--- src/rtl/vga_overlay_pkg.sv ---
// vga_overlay_pkg: shared constants and pipeline bundle for the
// VGA text/picture overlay.
package vga_overlay_pkg;

  localparam int FONT_W  = 8;
  localparam int FONT_H  = 16;
  localparam int FONT_AW = 11;

  localparam logic [6:0] CHAR_SPACE = 7'h20;
  localparam logic [2:0] RGB_BLACK  = 3'b000;
  localparam logic [2:0] RGB_WHITE  = 3'b111;

  typedef struct packed {
    logic       valid;
    logic       in_pic;
    logic       in_text;
    logic [2:0] col;
    logic       cur_hit;
  } pix_side_t;

  function automatic logic [2:0] rgb_rev(input logic [2:0] c);
    return {c[0], c[1], c[2]};
  endfunction

endpackage

--- src/rtl/text_char_buf.sv ---
// text_char_buf: writable text cell codes plus cursor position,
// with a combinational cell-index read port.
module text_char_buf
  import vga_overlay_pkg::*;
#(
  parameter int NUM_CHARS = 16
) (
  input  logic       i_clk,
  input  logic       i_rst,
  input  logic       i_wr_en,
  input  logic [5:0] i_wr_idx,
  input  logic [6:0] i_wr_code,
  input  logic       i_cur_wr,
  input  logic [5:0] i_cur_idx,
  input  logic [5:0] i_rd_idx,
  output logic [6:0] o_rd_code,
  output logic [5:0] o_cur_pos
);

  logic [6:0] r_cells [NUM_CHARS];
  logic [5:0] r_cur_pos;
  logic       w_wr_ok;
  logic       w_cur_ok;

  assign w_wr_ok  = i_wr_en && ({26'd0, i_wr_idx} < NUM_CHARS);
  assign w_cur_ok = i_cur_wr && ({26'd0, i_cur_idx} < NUM_CHARS);

  always_ff @(posedge i_clk) begin
    if (i_rst) begin
      for (int i = 0; i < NUM_CHARS; i++) begin
        r_cells[i] <= CHAR_SPACE;
      end
      r_cur_pos <= '0;
    end else begin
      for (int i = 0; i < NUM_CHARS; i++) begin
        if (w_wr_ok && i_wr_idx == 6'(i)) begin
          r_cells[i] <= i_wr_code;
        end
      end
      if (w_cur_ok) begin
        r_cur_pos <= i_cur_idx;
      end
    end
  end

  // Indices past the last cell read back as a space.
  always_comb begin
    o_rd_code = CHAR_SPACE;
    for (int i = 0; i < NUM_CHARS; i++) begin
      if (i_rd_idx == 6'(i)) begin
        o_rd_code = r_cells[i];
      end
    end
  end

  assign o_cur_pos = r_cur_pos;

endmodule

--- src/rtl/vga_text_overlay.sv ---
// vga_text_overlay: 3-clock pixel pipeline compositing a picture ROM
// window, a font-ROM text line and a frame-counted blinking cursor.
module vga_text_overlay
  import vga_overlay_pkg::*;
#(
  parameter int         PIC_X        = 240,
  parameter int         PIC_Y        = 180,
  parameter int         PIC_W        = 160,
  parameter int         PIC_H        = 120,
  parameter int         TEXT_X       = 100,
  parameter int         TEXT_Y       = 400,
  parameter int         NUM_CHARS    = 16,
  parameter int         BLINK_FRAMES = 30,
  parameter logic [2:0] TEXT_RGB     = RGB_WHITE,
  parameter logic [2:0] BG_RGB       = RGB_BLACK
) (
  input  logic               clk,
  input  logic               rst,
  input  logic [9:0]         x,
  input  logic [9:0]         y,
  input  logic               pix_valid,
  input  logic               frame_start,
  input  logic               wr_en,
  input  logic [5:0]         wr_idx,
  input  logic [6:0]         wr_code,
  input  logic               cur_wr,
  input  logic [5:0]         cur_idx,
  input  logic               cursor_en,
  output logic [14:0]        pic_adr,
  input  logic [2:0]         pic_rgb,
  output logic [FONT_AW-1:0] font_adr,
  input  logic [7:0]         font_data,
  output logic [2:0]         rgbo
);

  logic [31:0] w_x32;
  logic [31:0] w_y32;
  logic        w_in_pic;
  logic        w_in_text;
  logic [14:0] w_pic_off;
  logic [8:0]  w_tdx;
  logic [3:0]  w_row;
  logic [5:0]  w_cell;
  logic [6:0]  w_code;
  logic [5:0]  w_cur_pos;
  logic        w_cur_hit;
  logic        w_font_bit;
  logic [2:0]  w_rgb;
  pix_side_t   w_side;
  pix_side_t   r1_side;
  pix_side_t   r2_side;
  logic [15:0] r_blink_cnt;
  logic        r_blink_on;

  assign w_x32 = {22'd0, x};
  assign w_y32 = {22'd0, y};

  assign w_in_pic = (w_x32 >= PIC_X) &&
                    (w_x32 < PIC_X + PIC_W) &&
                    (w_y32 >= PIC_Y) &&
                    (w_y32 < PIC_Y + PIC_H);

  // Column-major picture address.
  assign w_pic_off =
    15'((w_x32 - PIC_X) * PIC_H + (w_y32 - PIC_Y));

  assign w_in_text = (w_x32 >= TEXT_X) &&
                     (w_x32 < TEXT_X + FONT_W * NUM_CHARS) &&
                     (w_y32 >= TEXT_Y) &&
                     (w_y32 < TEXT_Y + FONT_H);

  assign w_tdx  = 9'(w_x32 - TEXT_X);
  assign w_cell = w_tdx[8:3];
  assign w_row  = 4'(w_y32 - TEXT_Y);

  text_char_buf #(
    .NUM_CHARS(NUM_CHARS)
  ) u_buf (
    .i_clk    (clk),
    .i_rst    (rst),
    .i_wr_en  (wr_en),
    .i_wr_idx (wr_idx),
    .i_wr_code(wr_code),
    .i_cur_wr (cur_wr),
    .i_cur_idx(cur_idx),
    .i_rd_idx (w_cell),
    .o_rd_code(w_code),
    .o_cur_pos(w_cur_pos)
  );

  assign w_cur_hit = cursor_en && r_blink_on &&
                     pix_valid && w_in_text &&
                     (w_cell == w_cur_pos);

  always_comb begin
    w_side         = '0;
    w_side.valid   = pix_valid;
    w_side.in_pic  = w_in_pic;
    w_side.in_text = w_in_text;
    w_side.col     = w_tdx[2:0];
    w_side.cur_hit = w_cur_hit;
  end

  always_ff @(posedge clk) begin
    if (rst) begin
      r_blink_cnt <= '0;
      r_blink_on  <= 1'b1;
    end else if (frame_start) begin
      if (r_blink_cnt == 16'(BLINK_FRAMES - 1)) begin
        r_blink_cnt <= '0;
        r_blink_on  <= ~r_blink_on;
      end else begin
        r_blink_cnt <= r_blink_cnt + 16'd1;
      end
    end
  end

  // MSB of the font row is the leftmost pixel.
  assign w_font_bit = font_data[3'd7 - r2_side.col];

  always_comb begin
    w_rgb = BG_RGB;
    if (!r2_side.valid) begin
      w_rgb = RGB_BLACK;
    end else if (r2_side.in_text && w_font_bit) begin
      w_rgb = TEXT_RGB;
    end else if (r2_side.in_pic) begin
      w_rgb = rgb_rev(pic_rgb);
    end
    if (r2_side.cur_hit) begin
      w_rgb = w_rgb ^ 3'b111;
    end
  end

  always_ff @(posedge clk) begin
    if (rst) begin
      pic_adr  <= '0;
      font_adr <= '0;
      r1_side  <= '0;
      r2_side  <= '0;
      rgbo     <= '0;
    end else begin
      pic_adr  <= w_in_pic ? w_pic_off : '0;
      font_adr <= w_in_text ? {w_code, w_row} : '0;
      r1_side  <= w_side;
      r2_side  <= r1_side;
      rgbo     <= w_rgb;
    end
  end

endmodule

--- config.mk ---
export PLATFORM = sky130hd
export DESIGN_NAME = vga_text_overlay
export DESIGN_NICKNAME = d
export VERILOG_FILES = /design/src/rtl/vga_overlay_pkg.sv /design/src/rtl/text_char_buf.sv /design/src/rtl/vga_text_overlay.sv
export SDC_FILE = /design/constraint.sdc
export NUM_CORES = 1
export LEC_CHECK = 0
export ABC_AREA = 1
export CAP_MARGIN = 20
export CORE_MARGIN = 3
export CORE_UTILIZATION = 53
export DETAILED_ROUTE_END_ITERATION = 8
export PLACE_DENSITY = 0.77
export SYNTH_ARGS = -nofsm -noshare
export SYNTH_HDL_FRONTEND = slang
export SYNTH_HIERARCHICAL = 1
export SYNTH_SLANG_ARGS = --single-unit
--- constraint.sdc ---
create_clock -name clk -period 4.6 [get_ports clk]
set_input_delay 0.92 -clock clk [delete_from_list [all_inputs] [get_ports clk]]
set_output_delay 0.92 -clock clk [all_outputs]
set_load 0.02 [all_outputs]
==> impl_metrics.ini <==
[critical_path]
worst_ep_arrival_time_ns = 4.86
timing.critical_path.max_delay_family = adder cells
crit_path_cell_trace = clkdlybuf4s50_1 -> ha_2 -> xor2_1 -> buf_4 -> ha_1 -> xnor2_2 -> fa_1 -> inv_1 -> ha_4 -> inv_1 -> buf_4 -> xor2_1 -> inv_1 -> ha_1 -> a21o_1 -> inv_1 -> nor2_1 -> a211oi_2 -> o311ai_2 -> nand3_1 -> nand2_1 -> nor2_1
path_class = in -> reg
cp_data_required_time_ns = 4.98
crit_path_top_delay_cell = fa_1
most_frequent_cp_cell = inv_1
path_max_fanout = 5
critical-path-max-stage-delay_ns = 0.53
critical_path_buf_inv_count = 7
worstSetupStartpointType = primary input
worst_setup_path_end_kind = register

[final_layout]
nNetsFinal = 1389
final_cells = 1517
post_route_cells_drive_above_1_share_pct = 13.9
final_core_util_pct = 68.2
insertedDiodeCount = 0
fill_cells = 1357
flow.area_growth_from_synthesis_pct = 25.4

[cts]
clock_path_buffers = 2
cts_buffers = 17
cts_tree = built
clock_insertion_delay_worst_skew_ns = 0.44
clkTransAtPathRegs_ns = 0.07
cts_num_sinks = 178
cts-htree-levels = 4
cts_root_buffer = clkbuf_16

[place]
routabilityCongestion = 0.879
hpwl_microns = 16200
dpl.cell_count = 1481
portBuffers = 85

[synthesis]
synth-edff-count = 112
ys.flop_type = edfxtp_1
seq_area_frac_synth_pct = 49.5
synthCells = 1111
ys_seq_elements = 178
proportion_of_synthesized_flip_flops_having_asynchronous_set_or_reset_pct = 0
mappedNetlistNets = 1221
synth_top_area_share_pct = 35.5
synth_area_sq_um = 9470
synth_area_per_cell_sq_um = 8.52
yosys.area.top_type = edfxtp_1
synth.top_cells.by_area = edfxtp_1, dfxtp_1, nand2_1
synth_warnings = 6
synth_cell_type_count = 46

[route]
route.antenna.remaining_nets = 0
routed-via-count = 7846
initialDrtViolationCount = 504
post_route_drc_violation_count = 0
routed_via_density = 5.17
wl_microns = 22700
firstDrtPassIters = 5
routedWlPerCell_microns = 15.0

[floorplanning]
io_pins = 86
row_count = 48
die_x_microns = 140
coreArea_sq_um = 17400
die-height_microns = 140
effective_utilization_at_floorplan_pct = 54.4
floorplan.die_area_sq_um = 19500

[timing]
fin_worst_skew_ns = 0.00815
min_period_over_period_pct = 97.4
report.final.setup_viol = 0
period_needed_ns = 4.48
finalMaxSlewViolations = 0
maxSlewHeadroom_pct = 46.1
finalHoldViolations = 0
fmaxAchievable_ghz = 0.223
tightestPinTransition_ns = 0.805

[worst_hold_path]
hold_class = reg -> reg

[pwr]
ir_worst_vdd_mv = 0.318
cellLeakagePower_uw = 0.00514
power.density_nw_per_um2 = 401

[status]
outcome = completed

[grt]
gr-usage-all-layers_pct = 22.6
grt.overflow.total = 0
grt_max_degree = 19
antenna_violations_before_repair = 0
grt_pass1_wl_microns = 35400
grt_pass1_vias = 7312

[run]
cap_viol_max_count = 0
-- sequential cells by signal, summed over array words and instances, names as in the netlist, 3 cells and up --
register,count
font_adr,11
pic_adr,15
r1_side,7
r2_side,7
r_blink_cnt,16
rgbo,3
u_buf/o_cur_pos,6
u_buf/r_cells,112
-- power by group --
group / switching, uW / internal [uW] / total (uW)
combinational: 821 / 685 / 1510
clock: 683 / 770 / 1450
sequential: 24.9 / 1770 / 1800
-- kinds of logic (layout without fill, tap and decap cells) --
family          Yosys count  in the layout  share of synthesized area [%]
xor+xnor                 28             28                           2.59
flops                   178            178                           49.5
compound gates          106            106                           6.13
fa+ha+maj                53             53                           8.03
simple gates            547            547                           25.6
buf+inv                 199            380                           8.19
-- layout make-up --
| class | instances | area [sq um] | area share (%) |
|---|---|---|---|
| Clock buffer | 19 | 464 | 3.91 |
| Multi-Input combinational cell | 734 | 4170 | 35.1 |
| Tap cell | 225 | 282 | 2.37 |
| Sequential cell | 178 | 4680 | 39.5 |
| Inverter | 187 | 709 | 5.98 |
| Clock inverter | 13 | 136 | 1.15 |
| Timing Repair Buffer | 161 | 1430 | 12.0 |
-- per-layer routing --
layer	global-route usage (%)	vias up	share of wire (%)
li1	-	3894	-
met1	29.7	3634	43
met2	38.2	276	49
met3	3.51	42	5.8
met4	7.80	0	2.5
met5	0	-	0
-- cells in the mapped netlist (2+ instances only) --
library cell / number
nor3b_1: 3
o21ai_0: 28
ha_1: 40
xnor2_1: 12
nand4_1: 26
o21ai_1: 14
o211ai_1: 2
and2_1: 2
xor2_1: 16
fa_1: 13
clkinv_1: 6
clkbuf_1: 6
or2_2: 4
a21oi_1: 45
edfxtp_1: 112
inv_1: 171
nor2_4: 9
buf_4: 4
or2_0: 3
nor2_1: 196
inv_2: 9
nor3_1: 6
nand3_1: 46
nand3_2: 2
dfxtp_1: 66
a211oi_1: 3
nor4_1: 4
a31oi_1: 4
nand2_2: 7
nand2_4: 4
a21o_1: 4
nand2_1: 224
nor2_2: 7
-- path summary, 6_finish.rpt --
path / slack, ns / cells past startpoint / start / endpoint
setup / recovery: 0.12 / 22 / x[5] / pic_adr[14]
hold / removal: 0.41 / 2 / r1_side[4] / r2_side[4]
setup reg to reg: 2.71 / 10 / r_blink_cnt[1] / r_blink_cnt[14]
hold reg to reg: 0.41 / 2 / r1_side[4] / r2_side[4]
-- repair_timing --
action                     CTS  global route
pin swaps                    0            11
resized for setup            1            33
setup buffers                0             2
setup endpoints to repair    1             3
hold buffers                 0             0
-- placed cells by master, fill, tap and decap left out, drive strengths merged, types with 16 or more instances in the layout --
| cell type | instances |
|---|---|
| nand3 | 48 |
| dfxtp | 66 |
| edfxtp | 112 |
| clkbuf | 19 |
| clkdlybuf4s50 | 80 |
| nand2 | 235 |
| nor2 | 213 |
| nand4 | 26 |
| buf | 76 |
| a21oi | 45 |
| o21ai | 42 |
| ha | 40 |
| xor2 | 16 |
| inv | 190 |
-- worst reg2reg max path, stage by stage, from the launching register on --
cell and delay (ns):
dfxtp_1 0.42, ha_1 0.20, nand2_1 0.09, nor2_4 0.12
nand2_2 0.06, nor2_2 0.10, nand2_1 0.09, nor4_2 0.34
nand3_1 0.15, xor2_1 0.17, nor2_1 0.05
-- per-stage QoR --
| step | area (sq um) | setup WS, ns | setup TNS (ns) | total power (uW) | hold WS, ns |
|---|---|---|---|---|---|
| final | 11900 | 0.120 | 0 | 4760 | 0.409 |
| after global routing | 11900 | -0.152 | -0.228 | 5010 | 0.424 |
| after CTS | 11700 | 0.0359 | 0 | 4610 | 0.408 |
| after detailed placement | 11100 | -0.457 | -1.30 | 3170 | 0.398 |
| after global placement | 11100 | -0.331 | -0.813 | 3130 | 0.391 |
| after floorplan | 9470 | 0.200 | 0 | 2640 | 0.388 |
No activity file was read; power rests on OpenSTA's default activity.
